$ cat src/rtl/riscv_pkg.sv
// Shared RISC-V front-end definitions.
// Holds the fetch FSM encoding and the instruction-queue entry layout.
package riscv_pkg;

  localparam int          XLEN       = 32;
  localparam logic [31:0] RESET_VEC  = 32'h0000_0000;
  localparam int          ILEN_BYTES = 4;

  typedef enum logic [1:0] {
    FS_BOOT = 2'd0,
    FS_RUN  = 2'd1,
    FS_HALT = 2'd2
  } fetch_state_e;

  typedef struct packed {
    logic [XLEN-1:0] pc;
    logic [XLEN-1:0] instr;
    logic            fault;
  } fetch_entry_t;

endpackage

$ cat src/rtl/fetch_queue.sv
// Small synchronous FIFO with flush, occupancy count and same-cycle push/pop.
// A push in the flush cycle lands in the freshly emptied queue.
module fetch_queue #(
  parameter int DEPTH = 2,
  parameter int WIDTH = 32,
  localparam int CW   = $clog2(DEPTH + 1)
) (
  input  logic             clk,
  input  logic             rst_,
  input  logic             flush,
  input  logic             push,
  input  logic [WIDTH-1:0] push_data,
  input  logic             pop,
  output logic [WIDTH-1:0] head,
  output logic [CW-1:0]    count
);

  localparam int PW = (DEPTH > 1) ? $clog2(DEPTH) : 1;

  logic [WIDTH-1:0] mem [DEPTH];
  logic [PW-1:0]    rd_ptr_reg, wr_ptr_reg;
  logic [CW-1:0]    count_reg;
  logic             do_push, do_pop;

  function automatic logic [PW-1:0] bump(input logic [PW-1:0] p);
    return (p == PW'(DEPTH - 1)) ? '0 : p + PW'(1);
  endfunction

  assign do_pop  = pop & (count_reg != '0) & ~flush;
  assign do_push = push & (flush | (count_reg != CW'(DEPTH)) | do_pop);

  always_ff @(posedge clk or posedge rst_) begin
    if (rst_) begin
      rd_ptr_reg <= '0;
      wr_ptr_reg <= '0;
      count_reg  <= '0;
    end else if (flush) begin
      rd_ptr_reg <= '0;
      wr_ptr_reg <= do_push ? bump('0) : '0;
      count_reg  <= do_push ? CW'(1) : '0;
    end else begin
      if (do_pop)  rd_ptr_reg <= bump(rd_ptr_reg);
      if (do_push) wr_ptr_reg <= bump(wr_ptr_reg);
      if (do_push && !do_pop)      count_reg <= count_reg + CW'(1);
      else if (do_pop && !do_push) count_reg <= count_reg - CW'(1);
    end
  end

  // Storage carries no reset; the count alone defines which slots are live.
  always_ff @(posedge clk) begin
    if (do_push) mem[flush ? '0 : wr_ptr_reg] <= push_data;
  end

  assign head  = mem[rd_ptr_reg];
  assign count = count_reg;

endmodule

$ cat src/rtl/ifetch_unit.sv
// Instruction fetch front end: issues word fetches, pairs in-order responses
// with their PCs, and buffers results for decode with redirect/flush handling.
module ifetch_unit #(
  parameter int              XLEN      = riscv_pkg::XLEN,
  parameter logic [XLEN-1:0] RESET_VEC = riscv_pkg::RESET_VEC,
  parameter int              QDEPTH    = 2
) (
  input  logic            clk,
  input  logic            rst_,
  input  logic            redirect_valid,
  input  logic [XLEN-1:0] redirect_pc,
  output logic            imem_req_valid,
  input  logic            imem_req_ready,
  output logic [XLEN-1:0] imem_req_addr,
  input  logic            imem_rsp_valid,
  input  logic [XLEN-1:0] imem_rsp_data,
  input  logic            imem_rsp_err,
  output logic            dec_valid,
  input  logic            dec_ready,
  output logic [XLEN-1:0] dec_instr,
  output logic [XLEN-1:0] dec_pc,
  output logic            dec_fault
);

  import riscv_pkg::*;

  localparam int CW = $clog2(QDEPTH + 1);
  localparam int DW = 8;

  fetch_state_e    state_reg, state_next;
  logic [XLEN-1:0] fetch_pc_reg;
  logic [DW-1:0]   drop_cnt_reg, drop_cnt_next;
  logic [CW-1:0]   inflight, q_count;
  logic [XLEN-1:0] pend_pc;
  fetch_entry_t    q_head, q_push_entry;
  logic            misaligned, req_fire, rsp_accept, q_push, credit_ok;

  assign misaligned = redirect_pc[1:0] != 2'b00;
  assign credit_ok  = ({1'b0, inflight} + {1'b0, q_count}) < (CW + 1)'(QDEPTH);

  assign imem_req_valid = (state_reg == FS_RUN) & ~redirect_valid & credit_ok;
  assign imem_req_addr  = fetch_pc_reg;
  assign req_fire       = imem_req_valid & imem_req_ready;
  assign rsp_accept     = imem_rsp_valid & ~redirect_valid & (drop_cnt_reg == '0);
  assign q_push         = rsp_accept | (redirect_valid & misaligned);

  // The pending-PC FIFO occupancy doubles as the in-flight request count.
  fetch_queue #(.DEPTH(QDEPTH), .WIDTH(XLEN)) u_pend_q (
    .clk       (clk),
    .rst_      (rst_),
    .flush     (redirect_valid),
    .push      (req_fire),
    .push_data (fetch_pc_reg),
    .pop       (rsp_accept),
    .head      (pend_pc),
    .count     (inflight)
  );

  always_comb begin
    q_push_entry = '0;
    if (redirect_valid) begin
      q_push_entry.pc    = redirect_pc;
      q_push_entry.fault = 1'b1;
    end else begin
      q_push_entry.pc    = pend_pc;
      q_push_entry.instr = imem_rsp_err ? '0 : imem_rsp_data;
      q_push_entry.fault = imem_rsp_err;
    end
  end

  fetch_queue #(.DEPTH(QDEPTH), .WIDTH($bits(fetch_entry_t))) u_instr_q (
    .clk       (clk),
    .rst_      (rst_),
    .flush     (redirect_valid),
    .push      (q_push),
    .push_data (q_push_entry),
    .pop       (dec_ready),
    .head      (q_head),
    .count     (q_count)
  );

  always_comb begin
    state_next = state_reg;
    case (state_reg)
      FS_BOOT: state_next = FS_RUN;
      FS_RUN:  if (rsp_accept && imem_rsp_err) state_next = FS_HALT;
      default: state_next = state_reg;
    endcase
    if (redirect_valid) state_next = misaligned ? FS_HALT : FS_RUN;
  end

  // Responses to requests outstanding at a redirect are counted off as they return.
  always_comb begin
    drop_cnt_next = drop_cnt_reg;
    if (redirect_valid)
      drop_cnt_next = drop_cnt_reg + DW'(inflight) - DW'(imem_rsp_valid);
    else if (imem_rsp_valid && drop_cnt_reg != '0)
      drop_cnt_next = drop_cnt_reg - DW'(1);
  end

  always_ff @(posedge clk or posedge rst_) begin
    if (rst_) begin
      state_reg    <= FS_BOOT;
      fetch_pc_reg <= RESET_VEC;
      drop_cnt_reg <= '0;
    end else begin
      state_reg    <= state_next;
      drop_cnt_reg <= drop_cnt_next;
      if (redirect_valid)
        fetch_pc_reg <= redirect_pc;
      else if (req_fire)
        fetch_pc_reg <= fetch_pc_reg + XLEN'(ILEN_BYTES);
    end
  end

  assign dec_valid = q_count != '0;
  assign dec_pc    = dec_valid ? q_head.pc    : '0;
  assign dec_instr = dec_valid ? q_head.instr : '0;
  assign dec_fault = dec_valid & q_head.fault;

endmodule
$ cat config.mk
export PLATFORM = sky130hd
export DESIGN_NAME = ifetch_unit
export DESIGN_NICKNAME = d
export VERILOG_FILES = /design/src/rtl/riscv_pkg.sv /design/src/rtl/fetch_queue.sv /design/src/rtl/ifetch_unit.sv
export SDC_FILE = /design/constraint.sdc
export NUM_CORES = 1
export LEC_CHECK = 0
export ABC_AREA = 1
export CAP_MARGIN = 20
export CORE_ASPECT_RATIO = 1.4
export CORE_MARGIN = 2
export CORE_UTILIZATION = 55
export CTS_CLUSTER_DIAMETER = 120
export CTS_CLUSTER_SIZE = 16
export DETAILED_ROUTE_END_ITERATION = 16
export GPL_ROUTABILITY_DRIVEN = 0
export PLACE_DENSITY = 0.81
export RECOVER_POWER = 50
export SLEW_MARGIN = 20
export SYNTH_ARGS = -nofsm -noshare
export SYNTH_HDL_FRONTEND = slang
export SYNTH_SLANG_ARGS = --single-unit
$ cat constraint.sdc
create_clock -name clk -period 8.2 [get_ports clk]
set_clock_uncertainty 0.05 [all_clocks]
set_input_delay 1.64 -clock clk [delete_from_list [all_inputs] [get_ports clk]]
set_output_delay 1.64 -clock clk [all_outputs]
set_load 0.005 [all_outputs]
Yosys cells after proc, flatten, opt, wreduce, memory -nomap -nowiden
Memories as Yosys holds them, arrays and structs flattened.
Index checks and enable logic that the tools add are counted.
{ "classes": {"n_addsub": 13, "mul": 0, "div": 0, "magnitude_cmp": 1, "n_eq_ne": 4, "shift": 0, "mux": 40, "bitwise_logic": 19, "n_reduce_logical": 26} }
{ "ops": {"columns": ["cell", "n"], "rows": [
  ["32-bit two-way mux", 7],
  ["32-bit by 3-bit adder with 32-bit output, second input constant", 1],
  ["1-bit two-way mux", 21],
  ["2-bit two-way mux", 9],
  ["2-bit nonzero test", 9],
  ["8-bit two-way mux", 2],
  ["1-bit bitwise AND", 13],
  ["3-bit nonzero test", 3],
  ["8-bit by 2-bit adder with 8-bit output", 1],
  ["8-bit zero test", 1],
  ["8-bit nonzero test", 1],
  ["8-bit by 1-bit subtractor with 8-bit output", 1],
  ["8-bit by 1-bit subtractor with 8-bit output, second input constant", 1],
  ["1-bit logical AND", 6],
  ["1-bit bitwise OR", 5],
  ["1-bit adder, second input constant", 4],
  ["2-bit by 1-bit adder with 2-bit output, second input constant", 2],
  ["1-bit zero test", 4],
  ["2-bit inequality test, second input constant", 2],
  ["2-bit case mux with 2 select lines", 1],
  ["2-bit by 1-bit subtractor with 2-bit output, second input constant", 2],
  ["2-bit by 2-bit adder with 3-bit output", 1],
  ["3-bit by 2-bit less-than comparator with 1-bit output, second input constant", 1],
  ["3-bit by 2-bit inequality test with 1-bit output, second input constant", 1],
  ["other kinds (4)", 4]
]} }
{ "word_totals": {"register_bits": 50, "latch_bits": 0, "ram_bits": 194, "rom_bits": 0, "input_bits": 71, "output_inout_bits": 99, "wordCells": 114, "mem_count": 2} }
{ "memory_table": {"columns": ["memory", "words", "width", "rd", "rd_clocked_by_memory_dff", "write_ports", "line_no", "rtl"], "rows": [
  ["u_instr_q.mem", 2, 65, 1, 0, 1, "fetch_queue.sv:20", "logic [WIDTH-1:0] mem [DEPTH];"],
  ["u_pend_q.mem", 2, 32, 1, 0, 1, "fetch_queue.sv:20", null]
]} }

Depth between registers and ports, before layout
{ "depth": {"ltp_word": 12, "depth_mapped": 14, "depth_no_buf": 14} }

Cells and area by module
A second synthesis with hierarchy kept.
{ "hier_totals": {"hier_cells": 1387, "hier_area_um2": 12026.5} }
{ "by_module_without_submodules": {"columns": ["module", "n_inst", "cells_per_inst", "area_per_inst_um2", "seq_area_each_um2"], "rows": [
  ["fetch_queue at u_instr_q", 1, 377, 4972.3, 4003.8],
  ["ifetch_unit", 1, 804, 4425.5, 1051.0],
  ["fetch_queue at u_pend_q", 1, 206, 2628.8, 2021.9]
]} }

Worst setup path before layout
OpenSTA, ideal clock, no wires.
{ "synth_timing": {"path_type": "input-to-reg", "start": "input port imem_rsp_valid", "end": "memory u_instr_q.mem[1][0] in the netlist's numbering (enable)", "setup_ns": 0.568, "t_arrival_ns": 6.524, "required_time_ns": 7.582, "path_slack_ns": 1.058, "path_stages": 6, "n_path_buf": 0, "cell_sequence": "inv_1 > nor2_1 > nand2_1 > nand2_1 > o21ai_0 > nor3_1"} }
{ "synth_via": {"elab_chain_len": 6} }
{ "synth_lines": {"columns": ["item", "line_no", "rtl"], "rows": [
  ["from (decl)", "ifetch_unit.sv:15", "input logic imem_rsp_valid,"],
  ["1-bit bitwise AND (2 in series)", "ifetch_unit.sv:44", "assign rsp_accept = imem_rsp_valid & ~redirect_valid & (drop_cnt_reg == '0);"],
  ["1-bit bitwise OR", "ifetch_unit.sv:45", "assign q_push = rsp_accept | (redirect_valid & misaligned);"],
  ["1-bit bitwise AND", "fetch_queue.sv:30", "assign do_push = push & (flush | (count_reg != CW'(DEPTH)) | do_pop);"],
  ["1-bit two-way mux (2 in series)", "fetch_queue.sv:51", "if (do_push) mem[flush ? '0 : wr_ptr_reg] <= push_data;"],
  ["to (decl)", "fetch_queue.sv:20", null]
]} }
Every way passes these cells.

Worst setup path in the final report
{ "layout_timing": {"start": "input port redirect_valid", "end": "output port imem_req_valid"} }
{ "layout_via": {"elab_chain_len": 3} }
{ "layout_lines": {"columns": ["item", "line_no", "rtl"], "rows": [
  ["from (decl)", "ifetch_unit.sv:10", "input logic redirect_valid,"],
  ["1-bit NOT", "ifetch_unit.sv:41", "assign imem_req_valid = (state_reg == FS_RUN) & ~redirect_valid & credit_ok;"],
  ["1-bit bitwise AND (2 in series)", "ifetch_unit.sv:41", null],
  ["to (decl)", "ifetch_unit.sv:12", "output logic imem_req_valid,"]
]} }
Every way passes these cells.

==> metrics.md <==
| Metric | Value |
|---|---|
| Outcome | `complete, but fails checks` |
| Violated checks | `max-capacitance violations, max-slew violations` |
| Worst hold slack | `0.478 ns` |
| Core Area | `20,400 um2` |
| Post-synth top area cell | `edfxtp_1` |
| Post-Synth Adder-Cell Area | `0.0245` |
| Most frequently used flop master after synthesis | `edfxtp_1` |
| Seq cells post-synth | `244` |
| Filler cells | `1,562` |
| Area growth syn-to-layout | `21.8%` |
| Vias/cell | `5.52` |
| PwrDens | `231 nW/um2` |
| Vias in the first global route | `8,789` |
| Final #Nets | `1,439` |
| Clock root cell | `clkbuf_16` |
| Drt wl/cell | `16.5 um` |
| Drt initial violations | `960` |
| R2R Path Start | `u_instr_q.count[0]$_DFFE_PP0P_` |
| Largest family of logic cells by synthesized area | `simple AND/OR/NAND/NOR gates` |
| Num rows | `62` |
| YS warnings | `0` |
| Synth Area in XOR/XNOR | `0.00851` |
| Starting density of the core | `0.555` |
| Synth top area cells | `edfxtp_1 (51%), nand2_1 (12%), dfrtp_1 (11%)` |
| # IOs | `170` |
| Setup TNS | `0 ns` |
| Slew Limit Fails | `203` |
| Mapped Cells | `1,193` |
| N_diodes | `0` |
| Final Hold Viols | `0` |
| Number of flops mapped to enable cells by yosys | `194` |
| H-tree Lvls | `1` |
| CTS tree | `yes` |
| Max reg flops | `130` |
| HPWL Detailed | `17,700 um` |
| Compound-Gate Fraction of Synth Area | `0.0831` |
| Final ANT Viol Nets | `0` |
| Max-slew headroom | `-0.917` |
| Mean post-synth cell area | `9.49 um2` |
| Worst setup path class | `in2out` |
| Net count after synthesis | `1,285` |
| CP Capture Type | `output pin` |
| Total of max-cap violations | `4` |
| Most flops, register | `u_instr_q.mem` |
| Crit path arrival time | `4.47 ns` |
| Routed via count | `8,922` |
| Initial antenna violation count | `0` |
| Post-CTS sizing | `0` |
| Die area | `21,800 um2` |
| Final core utilization | `0.676` |
| CP required | `6.51 ns` |
| Aggregate global routing overflow | `0` |
| Global-route wire length before repair | `42,900 um` |
| Worst setup SP type | `primary input` |
| Post-synthesis mux area share | `0` |
| Final setup vio count | `0` |
| Crit. Startpoint | `redirect_valid` |
| Clock Latency Late Sink | `0.49 ns` |
| CTS Hold Bufs | `0` |
| Synth top area share | `0.514` |
| Worst hold path class | `reg2reg` |
| Register area share after synthesis | `0.625` |
| DRT Wirelength | `26,700 um` |
| Port bufs | `169` |
| Unique masters post-synth | `34` |
| Share of cells above drive strength 1 | `0.0324` |
| Fmax | `0.162 GHz` |
| Leakage | `5.45 nW` |
| CTS Sinks | `244` |
| Largest net degree at the start of global routing | `69` |
| Deepest clock path buffer count | `3` |
| Total power | `0.00318 W` |
| Die Wd | `125 um` |
| Peak VDD IR | `0.143 mV` |
| Post-CTS setup buffers | `0` |
| RSZ-0062 raised after global routing | `no` |
| Min Tclk post-route | `6.16 ns` |
| DIE HEIGHT | `174 um` |
| Async SR Flop Fraction | `0.205` |
| Crit share post-route | `0.751` |
| Post-synthesis simple-gate area fraction | `0.205` |
| Worst-Margin Slew | `2.87 ns` |
| Post-route insts no fill | `1,615` |
| GRT Util Overall | `0.243` |
| Synthesized cell area | `11,300 um2` |
| CTS Buf Count | `19` |
| Remaining DRCs | `0` |
| DRT Pass-1 Iters | `5` |
| DP Cell Count | `1,581` |
| CP max FO | `50` |
| CTS clk-pin slew, worst paths | `0.07 ns` |
| HP Start | `imem_req_addr[0]$_DFFE_PP0P_` |
Yosys cell counts (2+ instances only):
master,instances
buf_4,2
buf_1,7
dfrtp_1,50
nor3_1,4
nand3_1,51
nor2_2,3
inv_1,106
o22ai_1,6
fa_1,2
nand2_1,357
buf_2,13
o21ai_0,82
xnor2_1,2
o21ai_1,5
nand4_1,6
o221ai_1,3
clkbuf_1,26
o211ai_1,8
xor2_1,9
edfxtp_1,194
nand3b_1,6
a21oi_1,75
ha_1,19
nor2_1,147
worst paths after layout:
check                                                        end  slack, ns  depth (start not counted)
worst max-delay path                              imem_req_valid       2.04                          6
worst min-delay path                u_pend_q.mem[1][0]$_DFFE_PP_       0.48                          0
worst max register to register     u_pend_q.mem[0][17]$_DFFE_PP_       5.23                         10
worst min register to register      u_pend_q.mem[1][0]$_DFFE_PP_       0.48                          0
max in group asynchronous       u_instr_q.rd_ptr_reg$_DFFE_PP0P_       3.66                          3
min in group asynchronous       u_instr_q.rd_ptr_reg$_DFFE_PP0P_       2.62                          3
cells by family (layout without fill, tap and decap cells):
kind of cell	after synthesis	count (layout)
AO/OA/AOI/OAI	180	180
XOR/XNOR	11	11
adder cells (fa/ha/maj)	21	21
buffers and inverters	156	322
flip-flops	244	244
AND/OR/NAND/NOR	581	581
cell usage in the layout (no fill, tap or decap), types with 3 or more instances in the layout:
cell | Yosys | final
a21oi_1 | 75 | 75
buf_4 | 2 | 8
clkbuf_1 | 26 | 16
clkbuf_16 | 0 | 19
clkdlybuf4s50_1 | 0 | 136
dfrtp_1 | 50 | 49
dlygate4sd3_1 | 0 | 32
edfxtp_1 | 194 | 194
ha_1 | 19 | 19
inv_1 | 106 | 105
nand2_1 | 357 | 357
nand3_1 | 51 | 52
nand3b_1 | 6 | 6
nand4_1 | 6 | 6
nor2_1 | 147 | 142
nor2_2 | 3 | 6
nor2_4 | 1 | 3
nor3_1 | 4 | 3
o211ai_1 | 8 | 8
o21ai_0 | 82 | 86
o221ai_1 | 3 | 3
o22ai_1 | 6 | 6
xor2_1 | 9 | 9
metal layers:
metal,track usage,wire length [um]
met4,0.100,892
met5,0,0
met3,0.0262,1780
met1,0.306,10500
met2,0.428,13600
layout make-up:
class	count	area [um2]	share of cell area
sequential	244	7080	0.513
multi-input combinational	793	3660	0.266
timing repair buffer	181	1790	0.129
clock buffer	32	524	0.0380
inverter	108	407	0.0295
tap	256	320	0.0232
clock inverter	1	16.3	0.00118
critical path: stages:
cell and delay (ns):
buf_2 0.07, clkbuf_1 1.76, inv_1 0.23, nand3_1 0.25
nor2_2 0.06, clkdlybuf4s50_1 0.45
through the flow:
stage	instance area, um2	worst slack, ns
6_report	13800	2.04
5_1_grt	13800	1.84
4_1_cts	13800	3.61
3_5_place_dp	13200	3.61
3_3_place_gp	13200	3.63
2_1_floorplan	11300	1.06
where the power goes:
part / leakage, nW / switching [W] / internal [W]
clock: 0.256 / 0.000398 / 0.000439
sequential: 2.41 / 0.0000836 / 0.00145
combinational: 2.78 / 0.000465 / 0.000345
total: 5.45 / 0.000947 / 0.00223
Note: power is estimated with default switching activity, not from simulation.
